$ cat config.mk
export PLATFORM = sky130hd
export DESIGN_NAME = flag_br_unit
export DESIGN_NICKNAME = d
export VERILOG_FILES = /design/src/rtl/flag_br_unit.sv
export SDC_FILE = /design/constraint.sdc
export NUM_CORES = 1
export LEC_CHECK = 0
export CAP_MARGIN = 0
export CORE_ASPECT_RATIO = 1.4
export CORE_MARGIN = 1.5
export CORE_UTILIZATION = 35
export DETAILED_ROUTE_END_ITERATION = 10
export PLACE_DENSITY = 0.79
export SLEW_MARGIN = 40
export SYNTH_ARGS = -nofsm -noshare
export SYNTH_HDL_FRONTEND = slang
export SYNTH_SLANG_ARGS = --single-unit
$ cat constraint.sdc
create_clock -name clk -period 3.1 [get_ports clk]
set_clock_uncertainty 0.2 [all_clocks]
set_input_delay 0.31 -clock clk [delete_from_list [all_inputs] [get_ports clk]]
set_output_delay 0.31 -clock clk [all_outputs]
set_load 0.02 [all_outputs]
$ cat src/rtl/flag_br_unit.sv
// Flag register and branch resolution with a registered PC redirect and flush.
// Define BR_FLAG_BYPASS_EN to evaluate conditions on same-cycle flag writes.
module flag_br_unit #(
  parameter int AW        = 17,
  parameter int FLUSH_CYC = 2
) (
  input  logic          clk,
  input  logic          rst_n,
  input  logic          stall,
  input  logic          zr,
  input  logic          ov,
  input  logic          neg,
  input  logic          upd_zr,
  input  logic          upd_vn,
  input  logic          br_instr,
  input  logic          jmp_instr,
  input  logic [2:0]    cc,
  input  logic [AW-1:0] tgt,
  output logic          pc_sel,
  output logic [AW-1:0] pc_tgt,
  output logic          flush,
  output logic [2:0]    flags
);

  typedef enum logic {IDLE, FLUSH} state_t;

  localparam logic [1:0] CNT_INIT = 2'(FLUSH_CYC - 1);

  state_t     state;
  logic [1:0] cnt;
  logic       z, v, n;
  logic       fz, fv, fn;
  logic       cond;
  logic       taken;

  assign flags = {z, v, n};

`ifdef BR_FLAG_BYPASS_EN
  assign fz = upd_zr ? zr  : z;
  assign fv = upd_vn ? ov  : v;
  assign fn = upd_vn ? neg : n;
`else
  assign fz = z;
  assign fv = v;
  assign fn = n;
`endif

  always_comb begin
    cond = 1'b0;
    unique case (cc)
      3'b000: cond = ~fz;
      3'b001: cond = fz;
      3'b010: cond = ~fz & ~fn;
      3'b011: cond = fn;
      3'b100: cond = ~fn;
      3'b101: cond = fn | fz;
      3'b110: cond = fv;
      3'b111: cond = 1'b1;
      default: cond = 1'b0;
    endcase
  end

  assign taken = jmp_instr | (br_instr & cond);

  // In FLUSH the EX slot is a squashed instruction: no flag write, no redirect.
  always_ff @(posedge clk) begin
    if (!rst_n) begin
      state  <= IDLE;
      cnt    <= 2'd0;
      pc_sel <= 1'b0;
      pc_tgt <= '0;
      flush  <= 1'b0;
      z      <= 1'b0;
      v      <= 1'b0;
      n      <= 1'b0;
    end else if (!stall) begin
      pc_sel <= 1'b0;
      unique case (state)
        IDLE: begin
          if (upd_zr) z <= zr;
          if (upd_vn) begin
            v <= ov;
            n <= neg;
          end
          if (taken) begin
            pc_sel <= 1'b1;
            pc_tgt <= tgt;
            flush  <= 1'b1;
            state  <= FLUSH;
            cnt    <= CNT_INIT;
          end
        end
        FLUSH: begin
          if (cnt == 2'd0) begin
            state <= IDLE;
            flush <= 1'b0;
          end else begin
            cnt <= cnt - 2'd1;
          end
        end
        default: state <= IDLE;
      endcase
    end
  end

endmodule

# Yosys cells after proc, flatten, opt, wreduce, memory -nomap -nowiden
# Cells that the tools add are included.
[word_totals] out_inout_bits=22 input_bits=30 ff_bits=25 word_cells=45
[op_classes] add_sub_neg=1 muxes=11 bitwise=8 eq_ne=10 n_reduce_logical=7
[op_table] operator="AND reduction 3 bit" n=5
[op_table] operator="== test 3 bit, second input constant" n=4
[op_table] operator="case mux 1 bit (8 select lines)" n=1
[op_table] operator="== test 3 x 2 -> 1 bit, second input constant" n=2
[op_table] operator="2-to-1 mux 1 bit" n=5
[op_table] operator="2-to-1 mux 2 bit" n=2
[op_table] operator="inequality test 2 bit, second input constant" n=2
[op_table] operator="NOT 1 bit" n=4
[op_table] operator="case mux 1 bit (2 select lines)" n=2
[op_table] operator="case mux 2 bit (2 select lines)" n=1
[op_table] operator="== test 3 x 1 -> 1 bit, second input constant" n=1
[op_table] operator="zero test 3 bit" n=1
[op_table] operator="bitwise AND 1 bit" n=2
[op_table] operator="zero test 2 bit" n=1
[op_table] operator="inequality test 2 x 1 -> 1 bit, second input constant" n=1
[op_table] operator="OR 1 bit" n=2
[op_table] operator="subtractor 2 x 1 -> 2 bit, second input constant" n=1

# Logic depth before layout (Yosys ltp)
[depth] word_depth=7 ltp_mapped=6 mapped_depth_nobuf=6

# Worst setup path before layout
# No wires, ideal clock.
[synth_path] kind="reg-to-reg" start="register z, in the netlist fz" end="register pc_sel" path_buffers=2 required_ps=2785 arrival_time_ps=1471 setup_time_ps=115 stages_incl_launch_ff=7 period_less_slack_ps=1785 setup_slack_ps=1315 cell_sequence="dfxtp_1 or3b_2 o211ai_1 a2111oi_2 buf_6 buf_12 o21a_1"
[synth_between] elab_chain_len=7 word_cells_on_any_way=8 cone_classes="mux: 3; bitwise: 5"
[synth_rtl] item="from (decl)" line="31" source="logic z, v, n;"
[synth_rtl] item="from (signal assigned)" line="80" source="if (upd_zr) z <= zr;"
[synth_rtl] item="NOT 1 bit" line="51, 53"
[synth_rtl] item="bitwise AND 1 bit" line="53" source="3'b010: cond = ~fz & ~fn;"
[synth_rtl] item="case mux 1 bit (8 select lines) (*)" line="50" source="unique case (cc)"
[synth_rtl] item="bitwise AND 1 bit (*)" line="63" source="assign taken = jmp_instr | (br_instr & cond);"
[synth_rtl] item="OR 1 bit (*)" line="63"
[synth_rtl] item="2-to-1 mux 1 bit (*)" line="85" source="if (taken) begin"
[synth_rtl] item="2-to-1 mux 1 bit (*)" line="78" source="unique case (state)"
[synth_rtl] item="to (signal assigned)" line="70" source="pc_sel <= 1'b0;"
[synth_rtl] item="to (signal assigned)" line="77" source="pc_sel <= 1'b0;"
[synth_rtl] item="to (signal assigned)" line="86" source="pc_sel <= 1'b1;"
[synth_rtl] item="to (decl)" line="19" source="output logic pc_sel,"
# Every way passes the cells marked *; elsewhere a longest branch is shown, timed or not.
# A chain may end at the register's enable or synchronous reset.

# Final worst setup path
[layout_path] start="input port cc[2]" end="register pc_tgt[16]"
[layout_between] elab_chain_len=5 word_cells_on_any_way=12 cone_classes="eq/ne: 7; mux: 1; bitwise: 2; reduce/logical: 2"
[layout_rtl] item="from (decl)" line="17" source="input logic [2:0] cc,"
[layout_rtl] item="== test 3 bit, or another cell as far along" line="50"
[layout_rtl] item="case mux 1 bit (8 select lines) (*)" line="50"
[layout_rtl] item="bitwise AND 1 bit (*)" line="63"
[layout_rtl] item="OR 1 bit (*)" line="63"
[layout_rtl] item="AND reduction 3 bit (no source line) (*)"
[layout_rtl] item="to (signal assigned)" line="87" source="pc_tgt <= tgt;"
[layout_rtl] item="to (decl)" line="20" source="output logic [AW-1:0] pc_tgt,"
# Marked as above.

==> qor.csv <==
stage,metric,value,unit
placement,detailed placer's ending HPWL,1.97,mm
timing,share of the cycle needed by the critical path after routing,71.5,%
die,number of placement rows,24,
timing,"Hold Violations, Final",0,
status,outcome,completed,
cells_and_area,Total Nets Final,211,
setup_path,type of element capturing the critical path,flip-flop,
timing,transition time at the pin with the least slew margin,637,ps
logic_synthesis,mean cell area of the mapped netlist,9.00,sq um
clock_network,maximum clock path buffer count,2,
routing,number of iterations in the first detailed-routing pass,4,
cells_and_area,Final Instance Count excl. Fillers,218,
power,leakage power summed over all cells,0.655,nW
grt,largest net degree at the start of global routing,25,
timing,aggregate negative setup slack,0,ps
power,ratio of total power to cell area,422,mW/mm^2
run,max capacitance violation total,0,
logic_synthesis,synthesized netlist cell count,132,
cells_and_area,number of diodes added for antenna fixing,0,
placement,Post-Place Setup Slack,577,ps
routing,detail-routed via count per cell,4.77,
cells_and_area,count of fill cells added during filler insertion,319,
power,maximum ir drop on the vdd rail,0.295,mV
routing,detailed-route wire length per cell,11.7,um
setup_path,Worst Path Arrival,2210,ps
grt,global route total overflow,0,
clock_network,clock-pin slew on the worst setup and hold paths,80,ps
grt,via count of the first global-routing pass,1030,
timing,final setup margin,883,ps
setup_path,category of the worst setup path launch point,primary input,
timing,Final Critical Period,2220,ps
timing,Final Slew Violations,0,
die,Core Area,0.00318,sq mm
logic_synthesis,flop and latch count out of synthesis,25,
routing,total wirelength of the detailed-routed design,2.54,mm
die,Die Span X,52.2,um
setup_path,"Max stage delay cell, worst path",sky130_fd_sc_hd__clkdlybuf4s50_1,
grt,initial antenna violation count,0,
placement,port buffer count,51,
routing,DR DRC count,0,
clock_network,count of cells resized by post-cts repair,0,
clock_network,clock tree from TritonCTS,yes,
logic_synthesis,number of unique standard cell types used by synthesis,30,
logic_synthesis,Syn Std Cell Area,0.00119,sq mm
placement,dpl cells,214,
routing,overall via count from detail_route,1039,
timing,final-report setup violation count,0,
setup_path,Worst Path Buf+Inv,2,
clock_network,total CTS buffers,3,
power,"Power, Total",0.732,mW
clock_network,number of sinks handled by clock tree synthesis,25,
setup_path,Crit path largest cell delay,490,ps
placement,RePlAce Congestion,0.696,
setup_path,Worst Path Max Fanout,19,
timing,maximum operating frequency,451,MHz
setup_path,cell-by-cell trace of the critical path,clkdlybuf4s50_1 -> xnor2_1 -> o211ai_1 -> a2111oi_4 -> buf_4 -> mux2i_1,
routing,Iteration-0 DRC Markers,19,
cells_and_area,fraction of final layout cells with drive strength greater than 1,4.47,%
routing,antenna violation net count after detailed routing,0,
timing,unrepaired setup endpoints after global routing,no,
grt,GRT Total Usage,14.6,%
die,Die Y-Extent,71.9,um
timing,worst max-slew margin expressed relative to the limit,57.4,%
clock_network,level count of the clock H-tree,1,
clock_network,source-to-sink clock delay at the later pin of the worst-skew pair,270,ps
clock_network,count of buffers added by post-CTS timing repair for setup,0,
min_path,worst min path class,flip-flop to flip-flop,
logic_synthesis,share of the yosys chip area belonging to registers,42.1,%
setup_path,Top delay family on crit path,buffers and inverters,
logic_synthesis,number of warnings issued by yosys,0,
clock_network,CTS Root Cell,sky130_fd_sc_hd__clkbuf_8,
setup_path,Worst Setup Path Type,primary input to flip-flop,
cells_and_area,Area Overhead vs Synth,46.0,%
die,IO Pins,52,
setup_path,worst endpoint required time,3090,ps
die,die footprint,0.00376,sq mm
grt,global-route wire length before repair,4.29,mm
logic_synthesis,number of nets produced by synthesis,163,
die,starting utilization of the core area,37.3,%
clock_network,Post-CTS Hold Fix Bufs,0,
-- placed cells by master (no fill, tap or decap) --
cell                              count
sky130_fd_sc_hd__nor3b_1              1
sky130_fd_sc_hd__or2b_1               2
sky130_fd_sc_hd__nand2_1             41
sky130_fd_sc_hd__or3b_2               1
sky130_fd_sc_hd__a31oi_1              1
sky130_fd_sc_hd__nand3b_1             1
sky130_fd_sc_hd__nand3_1              3
sky130_fd_sc_hd__clkdlybuf4s50_1     51
sky130_fd_sc_hd__inv_1                6
sky130_fd_sc_hd__ha_1                 1
sky130_fd_sc_hd__nand4bb_1            2
sky130_fd_sc_hd__mux2i_1             18
sky130_fd_sc_hd__o21ai_0              1
sky130_fd_sc_hd__clkbuf_8             3
sky130_fd_sc_hd__buf_4                2
sky130_fd_sc_hd__nor2_1               1
sky130_fd_sc_hd__maj3_1               1
sky130_fd_sc_hd__a2111oi_4            1
sky130_fd_sc_hd__clkinv_2             1
sky130_fd_sc_hd__a21boi_0             3
sky130_fd_sc_hd__o211ai_1             2
sky130_fd_sc_hd__nor3_1               1
sky130_fd_sc_hd__a21oi_1              2
sky130_fd_sc_hd__o2111ai_1            1
sky130_fd_sc_hd__and2_1               2
sky130_fd_sc_hd__xnor2_1              1
sky130_fd_sc_hd__o211a_1              1
sky130_fd_sc_hd__o21a_1               3
sky130_fd_sc_hd__dfxtp_1             25
-- through the flow --
step / area (sq um) / utilization (%) / hold WS, ps
5_1_grt: 1730 / 54.5 / 285
3_5_place_dp: 1690 / 53.0 / 246
4_1_cts: 1730 / 54.5 / 268
6_report: 1730 / 54.5 / 264
2_1_floorplan: 1190 / - / 235
3_3_place_gp: 1690 / 53.0 / 244
-- tightest hold or removal path, stage by stage (launching register included) --
cell	delay, ps
sky130_fd_sc_hd__dfxtp_1	320
sky130_fd_sc_hd__nand2_1	50
sky130_fd_sc_hd__mux2i_1	50
-- per-layer routing --
layer | part of all wire [%] | GRT usage (%) | vias up | wire length (um)
met5 | 0 | 0 | - | 0
met4 | 0.75 | 5.70 | 0 | 19
met3 | 4.8 | 2.88 | 2 | 123
met2 | 52 | 25.3 | 32 | 1330
met1 | 42 | 17.5 | 477 | 1060
li1 | - | - | 528 | -
-- cell families (layout without fill, tap and decap cells) --
logic type,after synthesis,in the layout,share of synthesized area [%]
adders and majority gates,2,2,1.90
and+or+nand+nor,55,55,21.2
buffers and inverters,16,63,9.17
xor gates and xnor gates,1,1,0.738
DFF,25,25,42.1
AOI/OAI and AO/OA,15,15,9.69
muxes,18,18,15.2
-- registers in the layout, indices dropped and copies added (netlist names) --
| signal | flops |
|---|---|
| pc_tgt | 17 |
| pc_sel | 1 |
| fn | 1 |
| fv | 1 |
| cnt | 2 |
| state | 1 |
| flush | 1 |
| fz | 1 |
-- area by class of cell --
class,count,area [sq um],area share [%]
Inverter,6,22.5,1.30
Sequential cell,25,500,28.9
Clock inverter,1,5.00,0.289
Tap cell,39,48.8,2.81
Clock buffer,3,41.3,2.38
Timing Repair Buffer,53,526,30.3
Multi-Input combinational cell,91,591,34.1
-- path summary, 6_finish.rpt --
path	from	end	slack, ps	cells past startpoint
setup / recovery	cc[2]	pc_tgt[16]$_SDFFE_PN0P_	880	6
hold / removal	pc_tgt[14]$_SDFFE_PN0P_	pc_tgt[14]$_SDFFE_PN0P_	260	2
setup reg to reg	state$_SDFFE_PN0N_	pc_tgt[16]$_SDFFE_PN0P_	1150	5
hold reg to reg	pc_tgt[14]$_SDFFE_PN0P_	pc_tgt[14]$_SDFFE_PN0P_	260	2
-- Yosys cell counts --
library cell	n	area (sq um)
sky130_fd_sc_hd__buf_4	3	22.5
sky130_fd_sc_hd__ha_1	1	12.5
sky130_fd_sc_hd__o2111ai_1	1	8.76
sky130_fd_sc_hd__inv_1	6	22.5
sky130_fd_sc_hd__a21oi_1	2	10.0
sky130_fd_sc_hd__and2_1	2	12.5
sky130_fd_sc_hd__o21ai_0	1	5.00
sky130_fd_sc_hd__clkbuf_1	3	11.3
sky130_fd_sc_hd__a31oi_1	1	6.26
sky130_fd_sc_hd__nand4bb_1	2	22.5
sky130_fd_sc_hd__nand3b_1	1	7.51
sky130_fd_sc_hd__o211a_1	1	10.0
sky130_fd_sc_hd__dfxtp_1	25	500
sky130_fd_sc_hd__or3b_2	1	8.76
sky130_fd_sc_hd__o211ai_1	2	15.0
sky130_fd_sc_hd__o21a_1	3	22.5
sky130_fd_sc_hd__nor3b_1	1	7.51
sky130_fd_sc_hd__nor3_1	1	5.00
sky130_fd_sc_hd__nand3_1	3	15.0
sky130_fd_sc_hd__mux2i_1	18	180
sky130_fd_sc_hd__dlygate4sd3_1	1	10.0
sky130_fd_sc_hd__buf_12	1	20.0
sky130_fd_sc_hd__xnor2_1	1	8.76
sky130_fd_sc_hd__nor2_1	1	3.75
sky130_fd_sc_hd__or2b_1	2	15.0
sky130_fd_sc_hd__buf_6	2	22.5
sky130_fd_sc_hd__a2111oi_2	1	15.0
sky130_fd_sc_hd__maj3_1	1	10.0
sky130_fd_sc_hd__nand2_1	41	154
sky130_fd_sc_hd__a21boi_0	3	22.5
-- where the power goes --
group	total (mW)	internal, mW	switching (mW)
Combinational	0.184	0.100	0.0833
Sequential	0.359	0.344	0.0143
Clock	0.190	0.0898	0.100
Note: power is estimated with default switching activity, not from simulation.
